--- src/rtl/retire_unit.sv ---
// ----------------------------------------------------------------------------
// retire_unit
// In-order commit stage. Consumes the completed ROB head and retires it:
// architectural register write, store commit through the data-memory store
// port, mispredict squash/redirect, and halt. Pops the ROB via retire_ack.
//
// Ports
//   clock, reset          system clock, asynchronous active-high reset
//   head_*                ROB head entry (valid/complete, dest, value, addr,
//                         store/halt/mispredict flags, branch target)
//   mem_grant             memory accepts the pending store this cycle
//   retire_ack            pop the ROB head this cycle (combinational)
//   rf_we/rf_idx/rf_data  architectural register write (combinational)
//   mem_req/addr/data     registered store request
//   squash, redirect_pc   registered pipeline flush and fetch redirect
//   halted                sticky halt indication
//   retire_count          retired-instruction counter, wraps
// ----------------------------------------------------------------------------
module retire_unit #(
    parameter int unsigned DEST_W        = 5,
    parameter int unsigned XLEN          = 32,
    parameter int unsigned CNT_W         = 32,
    parameter int unsigned SQUASH_CYCLES = 2
) (
    input  logic              clock,
    input  logic              reset,

    input  logic              head_valid,
    input  logic [DEST_W-1:0] head_dest,
    input  logic [XLEN-1:0]   head_value,
    input  logic [XLEN-1:0]   head_addr,
    input  logic              head_is_store,
    input  logic              head_is_halt,
    input  logic              head_mispredict,
    input  logic [XLEN-1:0]   head_target,

    input  logic              mem_grant,

    output logic              retire_ack,
    output logic              rf_we,
    output logic [DEST_W-1:0] rf_idx,
    output logic [XLEN-1:0]   rf_data,

    output logic              mem_req,
    output logic [XLEN-1:0]   mem_addr,
    output logic [XLEN-1:0]   mem_data,

    output logic              squash,
    output logic [XLEN-1:0]   redirect_pc,
    output logic              halted,
    output logic [CNT_W-1:0]  retire_count
);

    // Squash counter must hold SQUASH_CYCLES itself.
    localparam int unsigned SQ_W = (SQUASH_CYCLES < 2) ? 1 : $clog2(SQUASH_CYCLES + 1);

    typedef enum logic [1:0] {
        RUN        = 2'd0,
        STORE_WAIT = 2'd1,
        SQUASH     = 2'd2,
        HALTED     = 2'd3
    } state_t;

    state_t          state_q;
    logic [SQ_W-1:0] sq_cnt_q;

    // Head decode, priority halt > mispredict > store > normal.
    logic run_valid;
    logic dec_halt;
    logic dec_misp;
    logic dec_store;
    logic dec_normal;
    logic store_done;

    always_comb begin
        run_valid  = (state_q == RUN) && head_valid && !reset;
        dec_halt   = run_valid && head_is_halt;
        dec_misp   = run_valid && !head_is_halt && head_mispredict;
        dec_store  = run_valid && !head_is_halt && !head_mispredict && head_is_store;
        dec_normal = run_valid && !head_is_halt && !head_mispredict && !head_is_store;
        // A store retires in the cycle memory accepts it; head inputs are ignored here.
        store_done = (state_q == STORE_WAIT) && mem_grant && !reset;
    end

    // Combinational pop and RF write port.
    always_comb begin
        retire_ack = dec_halt || dec_misp || dec_normal || store_done;
        rf_we      = (dec_misp || dec_normal) && (head_dest != '0);
        rf_idx     = head_dest;
        rf_data    = head_value;
    end

    // Commit FSM with registered outputs.
    always_ff @(posedge clock or posedge reset) begin
        if (reset) begin
            state_q      <= RUN;
            sq_cnt_q     <= '0;
            mem_req      <= 1'b0;
            mem_addr     <= '0;
            mem_data     <= '0;
            squash       <= 1'b0;
            redirect_pc  <= '0;
            halted       <= 1'b0;
            retire_count <= '0;
        end else begin
            if (retire_ack) begin
                retire_count <= retire_count + CNT_W'(1);
            end

            case (state_q)
                RUN: begin
                    if (dec_halt) begin
                        halted  <= 1'b1;
                        state_q <= HALTED;
                    end else if (dec_misp) begin
                        redirect_pc <= head_target;
                        squash      <= 1'b1;
                        sq_cnt_q    <= SQ_W'(SQUASH_CYCLES);
                        state_q     <= SQUASH;
                    end else if (dec_store) begin
                        mem_addr <= head_addr;
                        mem_data <= head_value;
                        mem_req  <= 1'b1;
                        state_q  <= STORE_WAIT;
                    end
                end

                STORE_WAIT: begin
                    if (mem_grant) begin
                        mem_req <= 1'b0;
                        state_q <= RUN;
                    end
                end

                SQUASH: begin
                    // Counter was loaded with SQUASH_CYCLES; last squash cycle sees 1.
                    sq_cnt_q <= sq_cnt_q - SQ_W'(1);
                    if (sq_cnt_q <= SQ_W'(1)) begin
                        squash  <= 1'b0;
                        state_q <= RUN;
                    end
                end

                HALTED: begin
                    state_q <= HALTED;
                end

                default: begin
                    state_q <= RUN;
                end
            endcase
        end
    end

endmodule

--- config.mk ---
export PLATFORM = sky130hd
export DESIGN_NAME = retire_unit
export DESIGN_NICKNAME = d
export VERILOG_FILES = /design/src/rtl/retire_unit.sv
export SDC_FILE = /design/constraint.sdc
export NUM_CORES = 1
export LEC_CHECK = 0
export ABC_AREA = 0
export ABC_CLOCK_PERIOD_IN_PS = 4300
export BUFFER_PORTS_ARGS = -buffer_cell sky130_fd_sc_hd__buf_2
export CAP_MARGIN = 25
export CORE_MARGIN = 8
export CORE_UTILIZATION = 40
export DETAILED_ROUTE_END_ITERATION = 8
export PLACE_DENSITY = 0.85
export SKIP_LAST_GASP = 1
export SYNTH_ARGS = -nofsm -noshare
export SYNTH_HDL_FRONTEND = slang
export SYNTH_SLANG_ARGS = --single-unit
--- constraint.sdc ---
create_clock -name clock -period 4.3 [get_ports clock]
set_input_delay 0.86 -clock clock [delete_from_list [all_inputs] [get_ports clock]]
set_output_delay 0.86 -clock clock [all_outputs]
set_load 0.1 [all_outputs]
# After elaboration in Yosys (flattened, before gate mapping)
# Cells that the tools add are included.
# totals
output_inout_bits,170
ff_bits,135
input_bits,108
word_cells,72
# op_classes
n_eq_ne,10
addsub,2
bitwise_logic,2
n_lt_le_gt_ge,1
mux,18
reduce_logical,30
# ops
cell,n
adder 32 x 1 -> 32 bit (second input constant),1
2-to-1 mux 2 bit,7
!= test 2 bit (second input constant),6
logical AND 1 bit,11
AND reduction 3 bit,3
one-hot mux 2 bit (4 select lines),1
AND reduction 4 bit,2
2-to-1 mux 1 bit,7
AND reduction 5 bit,1
nonzero test 5 bit,1
equality test 2 bit (second input constant),2
logical NOT 1 bit,4
logical OR 1 bit,4
!= test 4 bit (second input constant),1
one-hot mux 1 bit (2 select lines),2
one-hot mux 2 bit (2 select lines),1
nonzero test 2 bit,2
equality test 2 x 1 -> 1 bit (second input constant),1
<= comparator 2 x 1 -> 1 bit (second input constant),1
logical NOT 2 bit,1
NOT 1 bit,2
AND reduction 2 bit,1
subtractor 2 x 1 -> 2 bit (second input constant),1

# Depth between registers and ports, before layout
# depth
word_depth,10
ltp_mapped,6
depth_no_buf,6

# Least setup slack after synthesis
# OpenSTA, ideal clock, no wires.
# synth_path
kind,input port to output port
from,input port reset
to,output port rf_we
required_ps,3440
path_buffers,0
setup_slack_ps,-88
arrival_time_ps,3528
stages,3
path_cell_list,nor3b_1 nor3b_2 nor3b_1
# synth_via
elab_chain_cells,7
word_cells_on_any_way,8
classes_between,reduce/logical (8)
# synth_rtl
element,line,text
from (decl),26,"input logic reset,"
logical NOT 1 bit (no line) (*),n/a,
logical AND 1 bit (*),76,run_valid = (state_q == RUN) && head_valid && !reset;
logical AND 1 bit (*),"78, 80",
logical AND 1 bit (2 in a row),80,dec_normal = run_valid && !head_is_halt && !head_mispredict && !head_is_store;
logical OR 1 bit (*),88,rf_we = (dec_misp || dec_normal) && (head_dest != '0);
logical AND 1 bit (*),88,
to (decl),40,"output logic rf_we,"
# Mark *: on every way between the ends. The rest lies on a longest branch, timed or not.

# Worst setup path after layout
# layout_path
from,input port head_is_halt
to,output port retire_ack
# layout_via
elab_chain_cells,6
word_cells_on_any_way,9
classes_between,reduce/logical (9)
# layout_rtl
element,line,text
from (decl),33,"input logic head_is_halt,"
logical NOT 1 bit,"78, 80",
logical AND 1 bit,"78, 80",
logical AND 1 bit (on tied branches),"78, 80",
logical OR 1 bit or logical AND 1 bit (tied branches),"87, 80",
logical OR 1 bit (*) (2 in a row),87,retire_ack = dec_halt || dec_misp || dec_normal || store_done;
to (decl),39,"output logic retire_ack,"
# Marks and branches as above.

==> results.cfg <==
[drt]
highest_layer = met4
vias = 4012
wl_per_cell_um = 17.3
drc = 0
dr_wl_met2_um = 7720
ant_nets = 0
wl_met1_um = 5470
first_iter_violations = 86
via_per_inst = 4.72
met3WireLength_um = 1280
dr.pass1.iters = 4
wirelength_um = 14700

[clock_network]
cts_resized = 0
cts.sinks = 135
hold_buffers = 0
clockBufferDepth = 2
htreeDepth = 4
cts_tree = built
postCtsSetupRepairBufs = 0
clk_pin_slew_ns = 0.06
numCtsBuffers = 17
clock_latency_ns = 0.41
ctsRootBufferMaster = clkbuf_16

[yosys]
synth.most_common_cell = dfrtp_1
synth-edff-count = 0
synth_largest_area_cell = dfrtp_1
synth_cells = 404
syn_area_per_cell_um2 = 14.0
ys.flop_type = dfrtp_1
ys_seq_area_frac = 0.597
synth-seq-cells = 135
ys_top_cells_by_count = 135 x dfrtp_1, 96 x mux2_2, 37 x buf_4
ys_types = 39
ys_warn_count = 0
synthTopCellsByArea = dfrtp_1 60%, mux2_2 19%, buf_4 4.9%
ys_async_sr_fraction = 1.00
syn_nets = 514
post-synth-top-area-fraction = 0.597
netlist_area_um2 = 5660

[timing]
max-slew-margin-rel = 0.575
drv_slew = 0
finalCriticalPeriod_ns = 3.13
setup_slack_ns = 1.17
fin_skew_ns = 0.00867
rsz0062_at_grt = no
max_slew.worst_pin.slew_ns = 0.638
tns_ns = 0
hold_viol = 0
max_freq_ghz = 0.320
period_share = 0.727
setup_viol = 0

[critical_path]
r2r_setup_slack_ns = 2.19
r2r-start = state_q[0]
worstPathMaxFanout = 9
crit_slowest_cell = or3b_1
critPathArrivalTime_ns = 2.27
cp.depth = 5
cp_slowest_stage_delay_ns = 0.42
critical_path_required_ns = 3.44
startpoint = head_is_halt
cp_num_buf_inv = 3
rr_worst_depth = 4
start_kind = primary input
path_cells = buf_2, or3b_1, a2bb2oi_4, inv_2, buf_2
cp-end-kind = output port
path_common_cell = buf_2
crit_type = in -> out
path_delay_family = buffers and inverters

[floorplanning]
chipHeight_um = 135
initial_core_util = 0.409
ios = 278
die_area_um2 = 18200
rows = 43
fp.coreArea_um2 = 13800
die_x_um = 135

[cells_and_area]
diodes = 0
final_util = 0.552
nets = 767
drive_gt1_frac = 0.639
synthToLayoutAreaGrowth_pct = 34.8

[grt]
grt_pass1_vias = 4381
antenna_found_initial = 0
grt_usage = 0.160
overflow = 0
grt_pass1_wl_um = 22700
grt_max_degree = 85

[placed_design]
place_ws_ns = 1.16
globalplace.congestion = 0.803
hpwl_um = 11600
portBuffers = 277

[worst_hold_path]
hold_path_class = in -> async

[outcome]
status = complete, no violations

[job]
maxCapViolCount = 0
through the flow:
step,cell area (um2),hold WS [ns],cells
CTS,7630,0.437,850
floorplan,5670,0.464,404
global placement,7000,0.456,818
global route,7630,0.446,850
detailed placement,7000,0.456,818
finish,7630,0.444,850
layer usage:
metal  vias to the layer above  GRT usage
li1                       1870          -
met1                      1949      0.167
met2                       175      0.287
met3                        18     0.0617
met4                         0     0.0524
met5                         -          0
area by class of cell:
type | count | area (um2)
Clock inverter | 12 | 175
Timing Repair Buffer | 281 | 1430
Multi-Input combinational cell | 217 | 1940
Clock buffer | 20 | 457
Inverter | 5 | 22.5
Sequential cell | 135 | 3380
Fill cell | 1190 | 6200
Tap cell | 180 | 225
layout by cell type, fill, tap and decap left out, types with 3 or more instances in the layout:
cell type     n
buf_2       277
dfrtp_1     135
mux2_2       96
nand2_1      24
xnor2_1      24
clkbuf_16    17
nand3_1      11
nand4_1       9
xor2_1        7
o21ai_0       5
nor2_1        5
clkinvlp_4    4
bufinv_16     4
inv_1         3
clkinv_2      3
buf_4         3
registers in the layout, summed over array words and instances (netlist names):
| register | flops |
|---|---|
| mem_addr | 32 |
| halted | 1 |
| state_q | 2 |
| mem_req | 1 |
| squash | 1 |
| mem_data | 32 |
| sq_cnt_q | 2 |
| redirect_pc | 32 |
| retire_count | 32 |
path summary, 6_finish.rpt:
| kind | endpoint |
|---|---|
| max | retire_ack |
| min | mem_data[26] |
| max reg2reg | mem_addr[23] |
| min reg2reg | halted |
| max in group asynchronous | mem_addr[20] |
| min in group clock | halted |
worst reg2reg max path, cell delays in order, from the launching register on:
cell,delay [ns]
dfrtp_1,0.50
nor3b_2,0.11
nand2_2,0.33
buf_4,0.58
mux2_2,0.47
cell families after synthesis:
group / count (synthesis) / share of synthesized area
flip-flops: 135 / 0.597
AND/OR/NAND/NOR: 78 / 0.0849
adder cells (fa/ha/maj): 2 / 0.00442
XOR/XNOR: 31 / 0.0480
buffers and inverters: 52 / 0.0610
AO/OA/AOI/OAI: 10 / 0.0135
multiplexers: 96 / 0.191
Power is left out: the tool's default activity adds up to more than one toggle a clock period on the data nets, which glitch-free logic cannot reach.
